[config.mk]
export PLATFORM = sky130hd
export DESIGN_NAME = oversample_tx_serializer
export DESIGN_NICKNAME = d
export VERILOG_FILES = /design/src/rtl/oversample_tx_serializer.sv
export SDC_FILE = /design/constraint.sdc
export NUM_CORES = 1
export LEC_CHECK = 0
export ABC_AREA = 0
export CAP_MARGIN = 20
export CELL_PAD_IN_SITES_DETAIL_PLACEMENT = 1
export CELL_PAD_IN_SITES_GLOBAL_PLACEMENT = 1
export CORE_ASPECT_RATIO = 0.9
export CORE_UTILIZATION = 41
export CTS_CLUSTER_SIZE = 25
export DETAILED_ROUTE_END_ITERATION = 7
export PLACE_DENSITY_LB_ADDON = 0.1
export SYNTH_ARGS = -nofsm -noshare
export SYNTH_HDL_FRONTEND = slang
export SYNTH_SLANG_ARGS = --single-unit
[constraint.sdc]
create_clock -name clk -period 2.57 [get_ports clk]
set_clock_uncertainty 0.15 [all_clocks]
set_input_delay 0.514 -clock clk [delete_from_list [all_inputs] [get_ports clk]]
set_output_delay 0.514 -clock clk [all_outputs]
set_load 0.01 [all_outputs]
[src/rtl/oversample_tx_serializer.sv]
// Oversampling TX serializer: LSB-first words, each bit replicated OSR times into a SW_W-bit window per clk.
// Optional PRBS7 payload mode is compiled in when TX_PRBS_EN is defined (adds the prbs_mode port).
module oversample_tx_serializer #(
  parameter int              OSR       = 4,
  parameter int              SW_W      = 8,
  parameter int              DATA_W    = 8,
  parameter logic [DATA_W-1:0] SYNC_WORD = 8'hBC,
  parameter bit              INVERT    = 1'b0
) (
  input  logic              clk,
  input  logic              areset,
  input  logic              tx_en,
  input  logic [DATA_W-1:0] s_data,
  input  logic              s_valid,
`ifdef TX_PRBS_EN
  input  logic              prbs_mode,
`endif
  output logic              s_ready,
  output logic [SW_W-1:0]   sample_window,
  output logic              busy
);

  localparam int BPC   = SW_W / OSR;
  localparam int BEATS = DATA_W / BPC;
  localparam int CNT_W = (BEATS > 1) ? $clog2(BEATS) : 1;
  localparam logic [CNT_W-1:0] LAST_BEAT = CNT_W'(BEATS - 1);

  typedef enum logic [1:0] {ST_IDLE, ST_SYNC, ST_DATA} state_t;

  function automatic logic [BPC-1:0] idle_bits();
    logic [BPC-1:0] r;
    for (int b = 0; b < BPC; b++) r[b] = ((b % 2) == 0);
    return r;
  endfunction

  function automatic logic [SW_W-1:0] expand(input logic [BPC-1:0] bits);
    logic [SW_W-1:0] w;
    w = '0;
    for (int b = 0; b < BPC; b++) w[b*OSR +: OSR] = {OSR{bits[b]}};
    return w;
  endfunction

  localparam logic [BPC-1:0] IDLE_BITS = idle_bits();

  state_t            state_q, state_d;
  logic [CNT_W-1:0]  beat_q, beat_d;
  logic [DATA_W-1:0] shreg_q, shreg_d;
  logic [DATA_W-1:0] hold_q, hold_d;
  logic              hold_valid_q, hold_valid_d;
  logic [SW_W-1:0]   sample_window_q, sample_window_d;
  logic              busy_q, busy_d;
  logic [BPC-1:0]    win_bits;
  logic [SW_W-1:0]   win_raw;

`ifdef TX_PRBS_EN
  logic [6:0]        prbs_q, prbs_d, prbs_s;
  logic [BPC-1:0]    prbs_bits;
  logic              prbs_word_q, prbs_word_d;

  assign s_ready = ~hold_valid_q & ~areset & ~prbs_mode;
`else
  assign s_ready = ~hold_valid_q & ~areset;
`endif

  assign sample_window = sample_window_q;
  assign busy          = busy_q;

  always_ff @(posedge clk or posedge areset) begin
    if (areset) begin
      state_q         <= ST_IDLE;
      beat_q          <= '0;
      shreg_q         <= '0;
      hold_q          <= '0;
      hold_valid_q    <= 1'b0;
      sample_window_q <= {SW_W{INVERT}};
      busy_q          <= 1'b0;
`ifdef TX_PRBS_EN
      prbs_q          <= 7'h7F;
      prbs_word_q     <= 1'b0;
`endif
    end else begin
      state_q         <= state_d;
      beat_q          <= beat_d;
      shreg_q         <= shreg_d;
      hold_q          <= hold_d;
      hold_valid_q    <= hold_valid_d;
      sample_window_q <= sample_window_d;
      busy_q          <= busy_d;
`ifdef TX_PRBS_EN
      prbs_q          <= prbs_d;
      prbs_word_q     <= prbs_word_d;
`endif
    end
  end

  // State, beat and shreg describe the beat that the window register shows after this edge.
  always_comb begin
    state_d      = state_q;
    beat_d       = beat_q;
    shreg_d      = shreg_q;
    hold_d       = hold_q;
    hold_valid_d = hold_valid_q;
    win_bits     = '0;
    win_raw      = '0;
`ifdef TX_PRBS_EN
    prbs_word_d  = prbs_word_q;
    prbs_d       = prbs_q;
    prbs_s       = prbs_q;
    prbs_bits    = '0;
    for (int b = 0; b < BPC; b++) begin
      prbs_bits[b] = prbs_s[6] ^ prbs_s[5];
      prbs_s       = {prbs_s[5:0], prbs_bits[b]};
    end
`endif

    case (state_q)
      ST_IDLE: begin
        if (tx_en && hold_valid_q) begin
          state_d = ST_SYNC;
          beat_d  = '0;
          shreg_d = SYNC_WORD;
        end
      end
      ST_SYNC: begin
        if (beat_q == LAST_BEAT) begin
          state_d      = ST_DATA;
          beat_d       = '0;
          shreg_d      = hold_q;
          hold_valid_d = 1'b0;
        end else begin
          beat_d  = beat_q + CNT_W'(1);
          shreg_d = shreg_q >> BPC;
        end
      end
      ST_DATA: begin
        if (beat_q == LAST_BEAT) begin
          beat_d = '0;
          if (hold_valid_q && tx_en) begin
            shreg_d      = hold_q;
            hold_valid_d = 1'b0;
          end else begin
            state_d = ST_IDLE;
          end
        end else begin
          beat_d  = beat_q + CNT_W'(1);
          shreg_d = shreg_q >> BPC;
        end
      end
      default: begin
        state_d = ST_IDLE;
        beat_d  = '0;
      end
    endcase

    if (s_valid && s_ready) begin
      hold_d       = s_data;
      hold_valid_d = 1'b1;
    end

`ifdef TX_PRBS_EN
    // PRBS words only start on a word boundary; the held word is left untouched.
    if (prbs_mode && (state_q != ST_DATA || beat_q == LAST_BEAT)) begin
      state_d      = ST_DATA;
      beat_d       = '0;
      shreg_d      = shreg_q;
      hold_valid_d = hold_valid_q;
      prbs_word_d  = 1'b1;
    end else if (!prbs_mode && prbs_word_q && beat_q == LAST_BEAT) begin
      prbs_word_d = 1'b0;
    end
`endif

    win_bits = shreg_d[BPC-1:0];
`ifdef TX_PRBS_EN
    if (prbs_word_d && state_d == ST_DATA) begin
      win_bits = prbs_bits;
      prbs_d   = prbs_s;
    end
`endif

    if (state_d == ST_IDLE) win_raw = expand(IDLE_BITS);
    else                    win_raw = expand(win_bits);

    sample_window_d = win_raw ^ {SW_W{INVERT}};
    busy_d          = (state_d != ST_IDLE);
  end

endmodule

## Word-level counts from Yosys, hierarchy flattened

Cells that the tools add are included.

- Output and inout port bits: 10
- Input bits: 12
- Logic and storage cells: 49
- Register bits after elaboration: 30

- Equal/unequal tests: 8
- Reduce and logical (&&, ||, !) cells: 10
- Bitwise logic cells: 3
- Add/subtract/negate cells: 1
- Multiplexer cells: 19

Operator list:

| cell | count |
|---|---|
| 8-bit two-way mux | 5 |
| 8-bit one-hot mux with 3 select lines | 1 |
| 2-bit two-way mux | 6 |
| 3-bit != test (second input constant) | 4 |
| 2-bit one-hot mux with 3 select lines | 1 |
| 3-bit nonzero test | 2 |
| 2-bit equality test (second input constant) | 2 |
| 2-bit logical NOT | 2 |
| 1-bit two-way mux | 4 |
| 2-bit one-hot mux with 2 select lines | 1 |
| 4-bit AND reduction | 1 |
| 3-bit AND reduction | 1 |
| 2-bit by 1-bit adder with 2-bit output (second input constant) | 1 |
| 2-bit by 1-bit equality test with 1-bit output (second input constant) | 1 |
| 1-bit logical AND | 2 |
| 2-bit != test (second input constant) | 1 |
| 1-bit NOT | 2 |
| 1-bit one-hot mux with 2 select lines | 1 |
| 2-bit nonzero test | 1 |
| 2-bit OR reduction | 1 |
| 1-bit AND | 1 |

## Longest topological paths before layout

- Word-level depth: 6
- Gate-level depth with buffers: 7
- Depth with buffers taken out: 6

## Least setup slack after synthesis

No wires, ideal clock.

- Path type: flip-flop to flip-flop
- Start: reg state_q[0]
- End: reg shreg_q[2]
- Setup slack: 0.774 ns
- Arrival: 1.525 ns
- Cell stages (with the launch flop): 7
- Setup time: 0.121 ns
- Buffers on the path: 1
- Clock period less this slack: 1.796 ns
- Required time: 2.299 ns
- Cell sequence: dfrtp_1 -> inv_1 -> ha_1 -> buf_4 -> o32ai_2 -> nor2_2 -> a22o_1

- Cells in the longest elaborated chain, start to end: 3
- Elaborated cells between the ends (all ways): 8
- Classes of those cells: 4 x eq/ne; 1 x mux; 3 x reduce/logical

Ends and longest elaborated chain:

| element | line | RTL |
|---|---|---|
| from (decl) | 45 | `state_t state_q, state_d;` |
| from (signal assigned) | 82 | `state_q <= state_d;` |
| 2-bit equality test (tied with other cells) | 116 | `case (state_q)` |
| 3-bit != test (no source line) (tied with other cells) | - |  |
| 3-bit AND reduction (no source line) | - |  |
| to (signal assigned) | 84 | `shreg_q <= shreg_d;` |
| to (decl) | 47 | `logic [DATA_W-1:0] shreg_q, shreg_d;` |

Parallel ways exist; a longest one is shown, timed or not.
A chain may end at the register's enable or synchronous reset.

## Final worst setup path

- Start: in areset
- End: out s_ready

- Cells in the longest elaborated chain, start to end: 2

Ends and longest elaborated chain:

| element | line | RTL |
|---|---|---|
| from (decl) | 11 | `input logic areset,` |
| 1-bit NOT | 62 | `assign s_ready = ~hold_valid_q & ~areset;` |
| 1-bit AND | 62 |  |
| to (decl) | 18 | `output logic s_ready,` |

No other way between the ends.

==> impl_metrics.csv <==
group,metric,value,unit
global_routing,grt_pass1_wl,5.085,mm
outcome,run_status,"complete, no violations",
synth,synth.cells.most_frequent,"dfrtp_1, mux2_2, nand2_1",
placement,gp_congestion,0.7582,
clocking,cts_inserted_buffers,3,
synth,syn_avg_cell_area,10.99,um2
die,coreArea,3114,um2
clocking,clkLatencyLatePin,0.27,ns
detailed_routing,firstDrtPassIters,3,
clocking,cts.sinks,24,
die,start_util,43.75,%
synth,netlist_area,1363,um2
timing,timing.fmax,0.4395,GHz
placement,dp_hpwl,2.087,mm
setup_path,critPathLaunchType,"input pin",
clocking,clockBufferDepth,2,
synth,synthTopCellsByArea,"dfrtp_1, mux2_2, ha_1, buf_4, a22o_1",
setup_path,setup.worst_path.class,"in2out",
synth,synth_top_area_cell,"dfrtp_1",
timing,finalMaxSlewViolations,0,
layout,drive_above_1_share,20.29,%
detailed_routing,via_per_inst,5.350,
timing,holdWs,0.3639,ns
timing,period_needed,2.275,ns
setup_path,path_depth,3,
synth,yosys_warnings,0,
setup_path,ff2ff_path_depth,5,
timing,tightest_slew,0.5323,ns
die,boundaryPins,22,
synth,synth_fp_nets,142,
setup_path,max_stage_delay,0.56,ns
layout,n_antenna_cell,0,
layout,syn2layout_area_growth,18.37,%
setup_path,cp_max_fo,2,
detailed_routing,vias,963,
timing,maxSlewHeadroom,64.51,%
clocking,hold_buffers,0,
die,die-width,62.77,um
synth,ys_seq_area_share,44.08,%
die,die-area,3558,um2
setup_path,cp_top_family,"buffers and inverters",
clocking,clk_pin_slew,0.08,ns
synth,synth_edf_count,0,
setup_path,critical_path_required,1.91,ns
pwr,cellPowerDensity,1137,nW/um2
worst_hold_path,worstHoldPathType,"reg2reg",
synth,yosysTopAreaCellShare,44.08,%
layout,nNetsFinal,157,
clocking,htree_levels,1,
detailed_routing,wire_per_inst,15.93,um
detailed_routing,ant_nets,0,
timing,rsz0062_at_grt,"no",
timing,setup_tns,0,ns
pwr,p_leak,0.6946,nW
synth,synth-seq-cells,24,
timing,setup_viol,0,
worst_hold_path,holdPathStages,2,
global_routing,grt_overflow,0,
synth,synth_flop_cell,"dfrtp_1",
pwr,peakVddDrop,0.4514,mV
synth,ys_types,32,
setup_path,cp_cell_sequence,"clkdlybuf4s50_1, nor2_1, clkdlybuf4s50_1",
setup_path,cp.arrival,1.61,ns
clocking,postCtsResizedCells,0,
die,die_h,56.69,um
setup_path,critPathCaptureType,"output port",
synth,synth-async-reset-ratio,100.0,%
synth,synth.most_common_cell,"dfrtp_1",
setup_path,slowest_stage,"clkdlybuf4s50_1",
clocking,post-cts-setup-buffers,0,
setup_path,cp_num_buf_inv,2,
clocking,cts_tree,"yes",
timing,post-route-period-util,88.53,%
global_routing,grt_start_max_net_pins,25,
global_routing,grt.total_usage,18.58,%
detailed_routing,drc,0,
die,row_count,19,
placement,io_buffer_count,21,
clocking,clockRootBuffer,"clkbuf_8",
layout,fin_util,51.79,%
detailed_routing,drt_wl_total,2.867,mm
timing,timing.final.hold_violations,0,
job,maxCapViolCount,0,
global_routing,grt_pass1_vias,1101,
setup_path,crit_top_cell,"clkdlybuf4s50_1",
synth,synthCells,124,
global_routing,antenna_found_initial,0,
detailed_routing,drt_iter0_drc,30,
## through the flow
| stage | setup slack, ns | instances | instance area, um2 | power, W |
|---|---|---|---|---|
| 3_3_place_gp | 0.3207 | 176 | 1541 | 0.001470 |
| 2_1_floorplan | 0.7741 | 124 | 1363 | 0.001277 |
| 3_5_place_dp | 0.2916 | 176 | 1541 | 0.001505 |
| 5_1_grt | 0.2283 | 180 | 1613 | 0.001968 |
| 4_1_cts | 0.2807 | 180 | 1613 | 0.001848 |
| 6_report | 0.2949 | 180 | 1613 | 0.001834 |
## placed cells by master, fill, tap and decap left out
master           instances
nand2b_4                 1
and3_1                   1
nor2_1                   4
a22o_1                   5
a21boi_1                 1
dfrtp_1                 24
o32ai_2                  2
clkbuf_8                 3
nand3_1                  6
nand2_1                 10
mux2_2                  13
and2_1                   2
a21o_1                   2
a22oi_1                  2
ha_1                     6
nand4_1                  1
inv_1                    3
nand4b_1                 1
nand2b_1                 1
a221oi_2                 1
o21ai_0                  7
buf_4                    2
a21oi_1                  7
a21bo_2                  1
clkdlybuf4s50_1         21
a31o_2                   1
nor2_2                   2
mux2i_1                  4
or2b_1                   1
bufinv_16                1
and4b_2                  1
nor3_1                   1
## final timing paths
| path | startpoint | endpoint | slack (ns) |
|---|---|---|---|
| max in group asynchronous | areset | shreg_q[0] | 1.57 |
| max reg2reg | beat_q[0] | sample_window[6] | 0.49 |
| min | shreg_q[6] | shreg_q[6] | 0.36 |
| min reg2reg | shreg_q[6] | shreg_q[6] | 0.36 |
| min in group asynchronous | areset | beat_q[1] | 0.47 |
| max | areset | s_ready | 0.29 |
## per-layer routing
metal / wire length (um) / up-vias / global-route usage [%]
met5: 0 / - / 0
met1: 1298 / 474 / 22.28
met3: 69 / 7 / 2.236
li1: - / 463 / -
met4: 52 / 0 / 7.641
met2: 1446 / 19 / 33.54
## worst register-to-register path: stages, from the launching register on
cell and delay [ns]:
dfrtp_1 0.40, ha_1 0.51, a21bo_2 0.31, a221oi_2 0.29, o32ai_2 0.16, a21boi_1 0.15
## where the power goes
group,switching [W],internal (W)
combinational,0.000412,0.000440
clock,0.000123,0.000208
sequential,0.000117,0.000535
total,0.000651,0.00118
## state kept, by name, summed over array words and instances (netlist names)
register       cells
hold_q             8
shreg_q            8
beat_q             2
sample_window      2
state_q            2
busy               1
hold_valid_q       1
## logic make-up (layout without fill, tap and decap cells)
family	Yosys count	in the layout	synth area share, %
muxes	17	17	13.68
AOI/OAI and AO/OA	29	29	15.98
DFF	24	24	44.08
and+or+nand+nor	32	32	12.67
adders and majority gates	6	6	5.509
buffers and inverters	16	30	8.080
## area by class of cell
type | instances | area (um2)
fill | 338 | 1501
inverter | 3 | 11.26
multi-input combinational | 84 | 651.9
timing repair buffer | 23 | 225.2
tap | 42 | 52.55
clock inverter | 1 | 30.03
clock buffer | 3 | 41.29
sequential | 24 | 600.6
Note: power is estimated with default switching activity, not from simulation.
